$ cat src/rtl/ivl_uvm_win_event_gen_if.sv
// Command channel of the window event generator.
// A requester (master) offers one window command with cmd_valid and the
// generator (slave) takes it on a clock edge where cmd_ready is also high.
//   cmd_valid  : command offered
//   cmd_ready  : generator idle and able to take a command
//   cmd_pre    : idle cycles before start_event
//   cmd_len    : open-window cycles between start_event and end_event
//   cmd_change : apply cmd_data to test_expr inside the window
//   cmd_data   : value for test_expr when cmd_change is set
interface ivl_uvm_win_event_gen_if #(
  parameter int WIDTH = 4,
  parameter int CNT_W = 8
);
  logic             cmd_valid;
  logic             cmd_ready;
  logic [CNT_W-1:0] cmd_pre;
  logic [CNT_W-1:0] cmd_len;
  logic             cmd_change;
  logic [WIDTH-1:0] cmd_data;

  modport master (
    output cmd_valid, cmd_pre, cmd_len, cmd_change, cmd_data,
    input  cmd_ready
  );

  modport slave (
    input  cmd_valid, cmd_pre, cmd_len, cmd_change, cmd_data,
    output cmd_ready
  );
endinterface

$ cat src/rtl/ivl_uvm_win_event_gen.sv
// Window event generator for exercising a windowed checker.
// One accepted command produces: cmd_pre idle cycles, a one-cycle
// start_event, max(cmd_len,1) open cycles (test_expr optionally updated on
// the first one), then a one-cycle end_event/done carrying exp_fire, the
// value the checker is expected to report (1 when test_expr did not change).
// Ports:
//   clock, reset : sole clock, asynchronous active-high reset
//   cmd          : command channel (slave side)
//   enable       : checker enable, high whenever out of reset
//   start_event  : window-open pulse
//   end_event    : window-close pulse
//   test_expr    : monitored data, persists across commands
//   exp_fire     : expected checker fire, meaningful with end_event only
//   busy         : command in progress
//   done         : completion pulse
//
// state | meaning
// ------+-----------------------------------------------
// IDLE  | waiting for a command, cmd_ready high
// PRE   | counting down cmd_pre idle cycles
// START | start_event cycle
// OPEN  | window open for max(cmd_len,1) cycles
// END   | end_event/done/exp_fire cycle
module ivl_uvm_win_event_gen #(
  parameter int WIDTH = 4,
  parameter int CNT_W = 8
) (
  input  logic                    clock,
  input  logic                    reset,
  ivl_uvm_win_event_gen_if.slave  cmd,
  output logic                    enable,
  output logic                    start_event,
  output logic                    end_event,
  output logic [WIDTH-1:0]        test_expr,
  output logic                    exp_fire,
  output logic                    busy,
  output logic                    done
);

  typedef enum logic [2:0] {
    S_IDLE  = 3'd0,
    S_PRE   = 3'd1,
    S_START = 3'd2,
    S_OPEN  = 3'd3,
    S_END   = 3'd4
  } state_t;

  state_t           state, state_nxt;
  logic [CNT_W-1:0] cnt, cnt_nxt;

  logic             ready_q;
  logic             accept;

  logic [CNT_W-1:0] len_q;
  logic             change_q;
  logic [WIDTH-1:0] data_q;
  logic             chg_q;

  logic             start_nxt;
  logic             end_nxt;
  logic             fire_nxt;
  logic             busy_nxt;
  logic             ready_nxt;

  assign cmd.cmd_ready = ready_q;

  // ready_q is low through reset and the first edge after it, so no command
  // can slip in before the generator has left reset cleanly.
  assign accept = cmd.cmd_valid && ready_q;

  // Next-state and counter. The counter is loaded with the full phase length
  // and the phase ends when it reads 1, so a load of 2^CNT_W-1 never wraps.
  always_comb begin
    state_nxt = state;
    cnt_nxt   = cnt;
    case (state)
      S_IDLE: begin
        if (accept) begin
          if (cmd.cmd_pre != '0) begin
            state_nxt = S_PRE;
            cnt_nxt   = cmd.cmd_pre;
          end else begin
            state_nxt = S_START;
          end
        end
      end
      S_PRE: begin
        if (cnt <= CNT_W'(1)) begin
          state_nxt = S_START;
          cnt_nxt   = '0;
        end else begin
          cnt_nxt = cnt - 1'b1;
        end
      end
      S_START: begin
        state_nxt = S_OPEN;
        cnt_nxt   = (len_q == '0) ? CNT_W'(1) : len_q;
      end
      S_OPEN: begin
        if (cnt <= CNT_W'(1)) begin
          state_nxt = S_END;
          cnt_nxt   = '0;
        end else begin
          cnt_nxt = cnt - 1'b1;
        end
      end
      S_END: begin
        state_nxt = S_IDLE;
        cnt_nxt   = '0;
      end
      default: begin
        state_nxt = S_IDLE;
        cnt_nxt   = '0;
      end
    endcase
  end

  // Outputs are decoded from the next state and registered, so each output
  // lines up with the state it describes.
  always_comb begin
    start_nxt = (state_nxt == S_START);
    end_nxt   = (state_nxt == S_END);
    fire_nxt  = (state_nxt == S_END) && !chg_q;
    busy_nxt  = (state_nxt != S_IDLE);
    ready_nxt = (state_nxt == S_IDLE);
  end

  always_ff @(posedge clock or posedge reset) begin
    if (reset) begin
      state <= S_IDLE;
      cnt   <= '0;
    end else begin
      state <= state_nxt;
      cnt   <= cnt_nxt;
    end
  end

  always_ff @(posedge clock or posedge reset) begin
    if (reset) begin
      ready_q     <= 1'b0;
      enable      <= 1'b0;
      start_event <= 1'b0;
      end_event   <= 1'b0;
      exp_fire    <= 1'b0;
      busy        <= 1'b0;
      done        <= 1'b0;
    end else begin
      ready_q     <= ready_nxt;
      enable      <= 1'b1;
      start_event <= start_nxt;
      end_event   <= end_nxt;
      exp_fire    <= fire_nxt;
      busy        <= busy_nxt;
      done        <= end_nxt;
    end
  end

  // Command fields are only captured on accept; cmd_valid while busy is
  // ignored. chg is decided against test_expr as it stands at accept time,
  // since that is the value the checker will have seen before the window.
  always_ff @(posedge clock or posedge reset) begin
    if (reset) begin
      len_q    <= '0;
      change_q <= 1'b0;
      data_q   <= '0;
      chg_q    <= 1'b0;
    end else if (accept) begin
      len_q    <= cmd.cmd_len;
      change_q <= cmd.cmd_change;
      data_q   <= cmd.cmd_data;
      chg_q    <= cmd.cmd_change && (cmd.cmd_data != test_expr);
    end
  end

  // START always moves to OPEN, so updating on the START edge makes the new
  // value visible on the first OPEN cycle.
  always_ff @(posedge clock or posedge reset) begin
    if (reset) begin
      test_expr <= '0;
    end else if (state == S_START && change_q) begin
      test_expr <= data_q;
    end
  end

endmodule

$ cat src/flat_wrapper.sv
// flat-port wrapper written by rule: the top's interface ports become plain ports
module ivl_uvm_win_event_gen_flat 
#(
  parameter int WIDTH = 4,
  parameter int CNT_W = 8
)
  (clock, reset, enable, start_event, end_event, test_expr, exp_fire, busy, done, cmd_cmd_valid, cmd_cmd_pre, cmd_cmd_len, cmd_cmd_change, cmd_cmd_data, cmd_cmd_ready);
  ivl_uvm_win_event_gen_if #(.WIDTH(WIDTH), .CNT_W(CNT_W)) cmd_i ();
  input  logic clock;
  input  logic reset;
  output logic enable;
  output logic start_event;
  output logic end_event;
  output logic [WIDTH-1:0] test_expr;
  output logic exp_fire;
  output logic busy;
  output logic done;
  input wire logic [$bits(cmd_i.cmd_valid)-1:0] cmd_cmd_valid;
  input wire logic [$bits(cmd_i.cmd_pre)-1:0] cmd_cmd_pre;
  input wire logic [$bits(cmd_i.cmd_len)-1:0] cmd_cmd_len;
  input wire logic [$bits(cmd_i.cmd_change)-1:0] cmd_cmd_change;
  input wire logic [$bits(cmd_i.cmd_data)-1:0] cmd_cmd_data;
  output wire logic [$bits(cmd_i.cmd_ready)-1:0] cmd_cmd_ready;
  assign cmd_i.cmd_valid = cmd_cmd_valid;
  assign cmd_i.cmd_pre = cmd_cmd_pre;
  assign cmd_i.cmd_len = cmd_cmd_len;
  assign cmd_i.cmd_change = cmd_cmd_change;
  assign cmd_i.cmd_data = cmd_cmd_data;
  assign cmd_cmd_ready = cmd_i.cmd_ready;
  ivl_uvm_win_event_gen #(.WIDTH(WIDTH), .CNT_W(CNT_W)) u_core (.clock(clock), .reset(reset), .cmd(cmd_i), .enable(enable), .start_event(start_event), .end_event(end_event), .test_expr(test_expr), .exp_fire(exp_fire), .busy(busy), .done(done));
endmodule
$ cat config.mk
export PLATFORM = sky130hd
export DESIGN_NAME = ivl_uvm_win_event_gen_flat
export DESIGN_NICKNAME = d
export VERILOG_FILES = /design/src/rtl/ivl_uvm_win_event_gen_if.sv /design/src/rtl/ivl_uvm_win_event_gen.sv /design/src/flat_wrapper.sv
export SDC_FILE = /design/constraint.sdc
export NUM_CORES = 1
export LEC_CHECK = 0
export BUFFER_PORTS_ARGS = -buffer_cell sky130_fd_sc_hd__buf_2
export CORE_MARGIN = 3
export CORE_UTILIZATION = 49
export DETAILED_ROUTE_END_ITERATION = 7
export MAX_ROUTING_LAYER = met4
export PLACE_DENSITY = 0.72
export SLEW_MARGIN = 0
export SYNTH_ARGS = -nofsm -noshare
export SYNTH_HDL_FRONTEND = slang
export SYNTH_SLANG_ARGS = --single-unit
$ cat constraint.sdc
create_clock -name clock -period 1.9 [get_ports clock]
set_input_delay 0.095 -clock clock [delete_from_list [all_inputs] [get_ports clock]]
set_output_delay 0.095 -clock clock [all_outputs]
set_load 0.005 [all_outputs]
==> qor.txt, run 1 <==
crit-path cells: or4_4, o41ai_4, buf_4, o22ai_1, mux2_4
f_max: 522 MHz
Crit. End Element: flip-flop
R2R depth: 5
synthesized area per cell: 11.9 um^2
TritonCTS buffer count: 5
sequential area share after synthesis: 49.8%
max-cap check violation count: 0
crit-path max FO: 5
Static Leakage: 0.00108 uW
Worst Hold Path EP: u_core.data_q[1]
failing checks: negative setup slack
port bufs: 34
largest net degree at the start of global routing: 36
Tot GR Track Use: 21.7%
Critical Path RT: 2.13 ns
Synth area leaders: dfrtp_1, mux2_2, mux2i_1
Synth cell types: 46
DR WL met3: 233 um
Hold Path Depth: 2
Skew-Pair Late Insertion Delay: 0.33 ns
pre-CTS setup slack: 0.00928 ns
M1 wire length: 1580 um
gpl congestion: 0.923
RSZ-0062 raised after global routing: yes
vias in the first global route: 1495
clk buf depth: 2
critical path arrival: 2.15 ns
Clock Pin Slew Worst Setup and Hold Paths: 0.10 ns
Starting Density: 51.9%
die width: 65.9 um
Final Hold Viols: 0
final net count: 233
Peak VDD IR: 0.930 mV
top cells by count, synth: dfrtp_1, mux2_2, nor2_1, o22ai_1, mux2i_1
Root Driver: clkbuf_4
first-pass GRT wire length: 6810 um
cell count after placement: 235
Diodes inserted: 0
Syn Nets: 174
H-tree depth: 2
drt wl/cell: 15.9 um
initial antenna violation count: 0
R2R Setup Slk: -0.02 ns
Post-DP HPWL: 2890 um
cell row count: 21
top sig layer: met4
dominant cell type by area after synthesis: dfrtp_1
Crit Path Category: flip-flop to flip-flop
slowest stage delay, CP: 0.56 ns
number of synthesized flops with an enable pin: 0
CTS tree: built
Hold Crit Start: cmd_cmd_data[1]
critical path launch point type: flip-flop
synthesized cell area: 1760 um^2
DR iter-0 viols: 106
Reg power frac: 38.4%
Psw: 1320 uW
fin crit period: 1.92 ns
ANT nets after route: 0
post-synth top area share: 49.8%
sw frac: 38.0%
power density cells: 1560 nW/um^2
Synth Instances: 148
Top Ports: 35
logic gate share of total power: 50.7%
R2R Path Start: u_core.cnt[3]
core region area: 3390 um^2
met2 routed WL: 2120 um
Crit-path slowest cell: or4_4
first drt pass iteration count: 4
outcome: complete, but fails checks
main flop type after synthesis: dfrtp_1
asr flop ratio synth: 100%
via count: 1441
GRT Residual Overflow: 0
Clk pwr share: 10.9%
DRT Wirelength: 4030 um
count leader, synth: dfrtp_1
Finished Layout Cells: 254
Vert. Die Dim: 65.9 um
Int Pwr: 2160 uW
fin crit share: 101%
die footprint: 4350 um^2
Remaining DRCs: 0
layout cells sized above 1: 42.3%
reg2reg end: u_core.cnt[1]
min-delay worst type: input pin to flip-flop
clock skew: 0.00655 ns
post-route setup slack: -0.0172 ns
Yosys reg bits: 35
Area Growth Syn to Fin: 27.1%
Setup-failing EPs final: 1
CTS sink count: 35
DR vias/cell: 5.67
max-slew violations: 0
yosys warns: 0
==> per-stage QoR <==
step	hold slack (ns)	util, %	TNS (ns)	power, uW	cell area, um^2
global route	0.000868	66.0	-0.198	3730	2240
detailed placement	0.219	60.6	0	2980	2060
finish	0.0234	66.0	-0.0172	3480	2240
floorplan	0.236	-	-0.0437	2470	1760
global placement	0.205	60.6	0	2870	2060
CTS	0.000134	64.9	0	3410	2200
==> timing repair <==
action | 4_1_cts | 5_1_grt
hold buffers | 8 | 1
pin swaps | 0 | 7
gates cloned | 0 | 0
hold endpoints to repair | 42 | 1
resized for setup | 0 | 6
setup endpoints to repair | 3 | 10
buffers inserted | 2 | 0
==> kinds of logic (layout without fill, tap and decap cells) <==
logic type / after synthesis / after routing / share of synthesized area [%]
DFF: 35 / 35 / 49.8
other: 1 / 1 / 0.213
muxes: 23 / 23 / 14.4
and+or+nand+nor: 36 / 36 / 12.4
adders and majority gates: 2 / 2 / 1.42
buffers and inverters: 12 / 72 / 3.34
xor gates and xnor gates: 5 / 5 / 2.49
AOI/OAI and AO/OA: 34 / 34 / 15.9
==> power by group through the flow <==
| stage | combinational (uW) | clock (uW) | sequential, uW |
|---|---|---|---|
| 2_1_floorplan | 1180 | 0 | 1290 |
| 3_3_place_gp | 1560 | 0 | 1320 |
| 3_5_place_dp | 1630 | 0 | 1350 |
| 4_1_cts | 1690 | 390 | 1330 |
| 5_1_grt | 1910 | 431 | 1380 |
| 6_report | 1760 | 380 | 1340 |
==> critical path: cells and delay by family, from the launching register on <==
kind                   cells  cell delay [ns]
AOI/OAI and AO/OA          2             0.40
buffers and inverters      1             0.20
DFF                        1             0.40
muxes                      1             0.27
and+or+nand+nor            1             0.56
==> worst max path at each step <==
stage                  startpoint       endpoint  slack, ns  depth (start not counted)
finish              u_core.cnt[3]  u_core.cnt[1]      -0.02                          5
global route        u_core.cnt[3]  u_core.cnt[1]      -0.06                          5
CTS                 u_core.cnt[3]  u_core.cnt[1]      0.003                          5
detailed placement  u_core.cnt[3]  u_core.cnt[1]      0.009                          5
global placement    u_core.cnt[3]  u_core.cnt[1]       0.04                          5
floorplan           u_core.cnt[3]  u_core.cnt[5]      -0.04                          4
==> cells in the final DEF (no fill, tap or decap), types with 2 or more instances in the layout <==
cell type      instances
a211o_1                2
a21oi_1                3
a22o_1                 3
a32o_1                 2
and3_1                 2
buf_2                 34
buf_4                 17
clkbuf_1               2
clkbuf_4               5
dfrtp_1               35
dlygate4sd3_1          9
inv_1                  4
mux2_2                17
mux2i_1                5
nand2_1                4
nand2b_1               2
nor2_1                 7
nor2b_1                3
nor3_1                 4
nor4_1                 3
o21ai_0                2
o22ai_1                5
o22ai_2                2
o32ai_1                3
or2_2                  3
or3_1                  2
xor2_1                 4
==> state kept, by name, summed over array words and instances, names as in the netlist <==
name	flops
u_core.busy	1
u_core.change_q	1
u_core.chg_q	1
u_core.cmd.cmd_ready	1
u_core.cnt	8
u_core.data_q	4
u_core.enable	1
u_core.end_event	1
u_core.exp_fire	1
u_core.len_q	8
u_core.start_event	1
u_core.state	3
u_core.test_expr	4
==> area by class of cell <==
cell class                      count  area [um^2]
Fill cell                         264         1150
Sequential cell                    35          876
Multi-Input combinational cell    101          850
Timing Repair Buffer               60          388
Tap cell                           46         57.6
Clock buffer                        7         45.0
Inverter                            4         15.0
Clock inverter                      1         5.00
==> per-layer routing <==
layer,GRT usage [%],vias up
li1,-,674
met1,24.5,700
met2,35.9,54
met3,5.78,13
met4,10.4,0
met5,-,-
Note: power is estimated with default switching activity, not from simulation.
==> run 2: changes to the inputs <==
Settings changed: CORE_MARGIN 3 to not set, SKIP_LAST_GASP set to 1, TNS_END_PERCENT set to 100.
==> qor.txt, run 2 (same netlist as run 1, synthesis figures left out) <==
Finished Layout Cells: 257 (+1.2%)
initial antenna violation count: 0 (unchanged)
post-route setup slack: -0.0483 ns (-0.0311 ns)
die width: 61.9 um (-6.1%)
critical path arrival: 2.20 ns (+0.05 ns)
DRT Wirelength: 4010 um (-0.67%)
Starting Density: 51.9% (unchanged)
core region area: 3390 um^2 (unchanged)
die footprint: 3830 um^2 (-12%)
outcome: complete, but fails checks
H-tree depth: 2 (unchanged)
Root Driver: clkbuf_4
critical path launch point type: flip-flop
power density cells: 1580 nW/um^2 (+1.4%)
Post-DP HPWL: 2800 um (-3.0%)
CTS tree: built
Hold Path Depth: 2 (unchanged)
first-pass GRT wire length: 6180 um (-9.2%)
first drt pass iteration count: 4 (unchanged)
Critical Path RT: 2.15 ns (+0.02 ns)
fin crit period: 1.95 ns (+0.0311 ns)
gpl congestion: 0.861 (-6.7%)
max-cap check violation count: 0 (unchanged)
largest registers: u_core.cnt x8, u_core.len_q x8
clock skew: 0.0136 ns (+0.00704 ns)
failing checks: negative setup slack
TritonCTS buffer count: 5 (unchanged)
drt wl/cell: 15.6 um (-1.8%)
Diodes inserted: 0 (unchanged)
ANT nets after route: 0 (unchanged)
cell row count: 21 (unchanged)
R2R depth: 6 (+1)
Vert. Die Dim: 61.9 um (-6.1%)
layout cells sized above 1: 45.0% (+2.7 points)
Remaining DRCs: 0 (unchanged)
port bufs: 34 (unchanged)
clk buf depth: 2 (unchanged)
Final Hold Viols: 0 (unchanged)
Clock Pin Slew Worst Setup and Hold Paths: 0.12 ns (+0.02 ns)
Skew-Pair Late Insertion Delay: 0.35 ns (+0.02 ns)
min-delay worst type: input pin to flip-flop
GRT Residual Overflow: 0 (unchanged)
CTS sink count: 35 (unchanged)
Top Ports: 35 (unchanged)
Area Growth Syn to Fin: 31.9%
Fin Hold WS: 0.0130 ns (-0.0104 ns)
largest net degree at the start of global routing: 36 (unchanged)
Tot GR Track Use: 24.0% (+2.3 points)
most common cell after layout, fill and taps aside: dfrtp_1
Crit. End Element: flip-flop
f_max: 513 MHz (-1.6%)
Setup-failing EPs final: 5 (+4)
DR iter-0 viols: 74 (-30%)
Crit Path Category: flip-flop to flip-flop
Static Leakage: 0.00111 uW (+3.1%)
final net count: 236 (+1.3%)
cell count after placement: 235 (unchanged)
vias in the first global route: 1348 (-9.8%)
DR vias/cell: 5.60 (-1.2%)
most frequent cells in the layout: dfrtp_1, buf_2, mux2_2
RSZ-0062 raised after global routing: yes
Peak VDD IR: 0.765 mV (-18%)
pre-CTS setup slack: -0.000207 ns (-0.00949 ns)
max-slew violations: 0 (unchanged)
via count: 1440 (-0.069%)
fin crit share: 103% (+1.6 points)
crit-path max FO: 2 (-3)
## run 2: worst max-delay path, stage by stage, from the launching register on
cell and delay (ns):
dfrtp_1 0.40, or4_4 0.56, buf_6 0.14, nor4_4 0.26, buf_4 0.16, o21ai_0 0.08
a32o_1 0.24
## run 2: area by class of cell
type                    instances  area, um^2
clock buffers                   7        65.1
clock inverters                 1        7.51
fillers                       244        1070
inverters                       4        15.0
multi-input cells             101         880
flip-flops and latches         35         876
well taps                      46        57.6
repair buffers                 63         420
## run 2: report_power, final
group | switching (uW) | internal (uW)
clock | 258 | 216
combinational | 855 | 1010
sequential | 261 | 1070
total | 1370 | 2290
## run 2: worst paths after layout
check / start / to / slack [ns]
worst max-delay path: u_core.cnt[4] / u_core.cnt[4] / -0.05
worst min-delay path: cmd_cmd_data[2] / u_core.data_q[2] / 0.01
worst max register to register: u_core.cnt[4] / u_core.cnt[4] / -0.05
worst min register to register: u_core.chg_q / u_core.exp_fire / 0.46
max in group asynchronous: reset / u_core.len_q[6] / 1.21
min in group asynchronous: reset / u_core.start_event / 0.37
## run 2: what timing repair did
action                                  4_1_cts  5_1_grt
pin swaps                                     0        8
setup buffers                                 1        3
gates cloned                                  0        0
resized for setup                             0       10
hold endpoints to repair                     44        0
endpoints found under the setup margin        2        9
hold buffers                                 10        0
## run 2: metal layers
| metal | GRT usage, % | wire, um | vias up |
|---|---|---|---|
| li1 | - | - | 684 |
| met1 | 29.9 | 1720 | 701 |
| met2 | 37.6 | 2070 | 48 |
| met3 | 4.97 | 158 | 7 |
| met4 | 11.4 | 59 | 0 |
| met5 | - | 0 | - |
## run 2: through the flow
step	power (uW)	TNS (ns)	area, um^2	util, %
2_1_floorplan	2470	-0.0437	1760	-
4_1_cts	3470	-0.0251	2240	66.0
6_report	3670	-0.146	2320	68.5
3_3_place_gp	2900	0	2060	60.6
5_1_grt	3890	-0.531	2320	68.5
3_5_place_dp	2970	-0.000207	2060	60.6
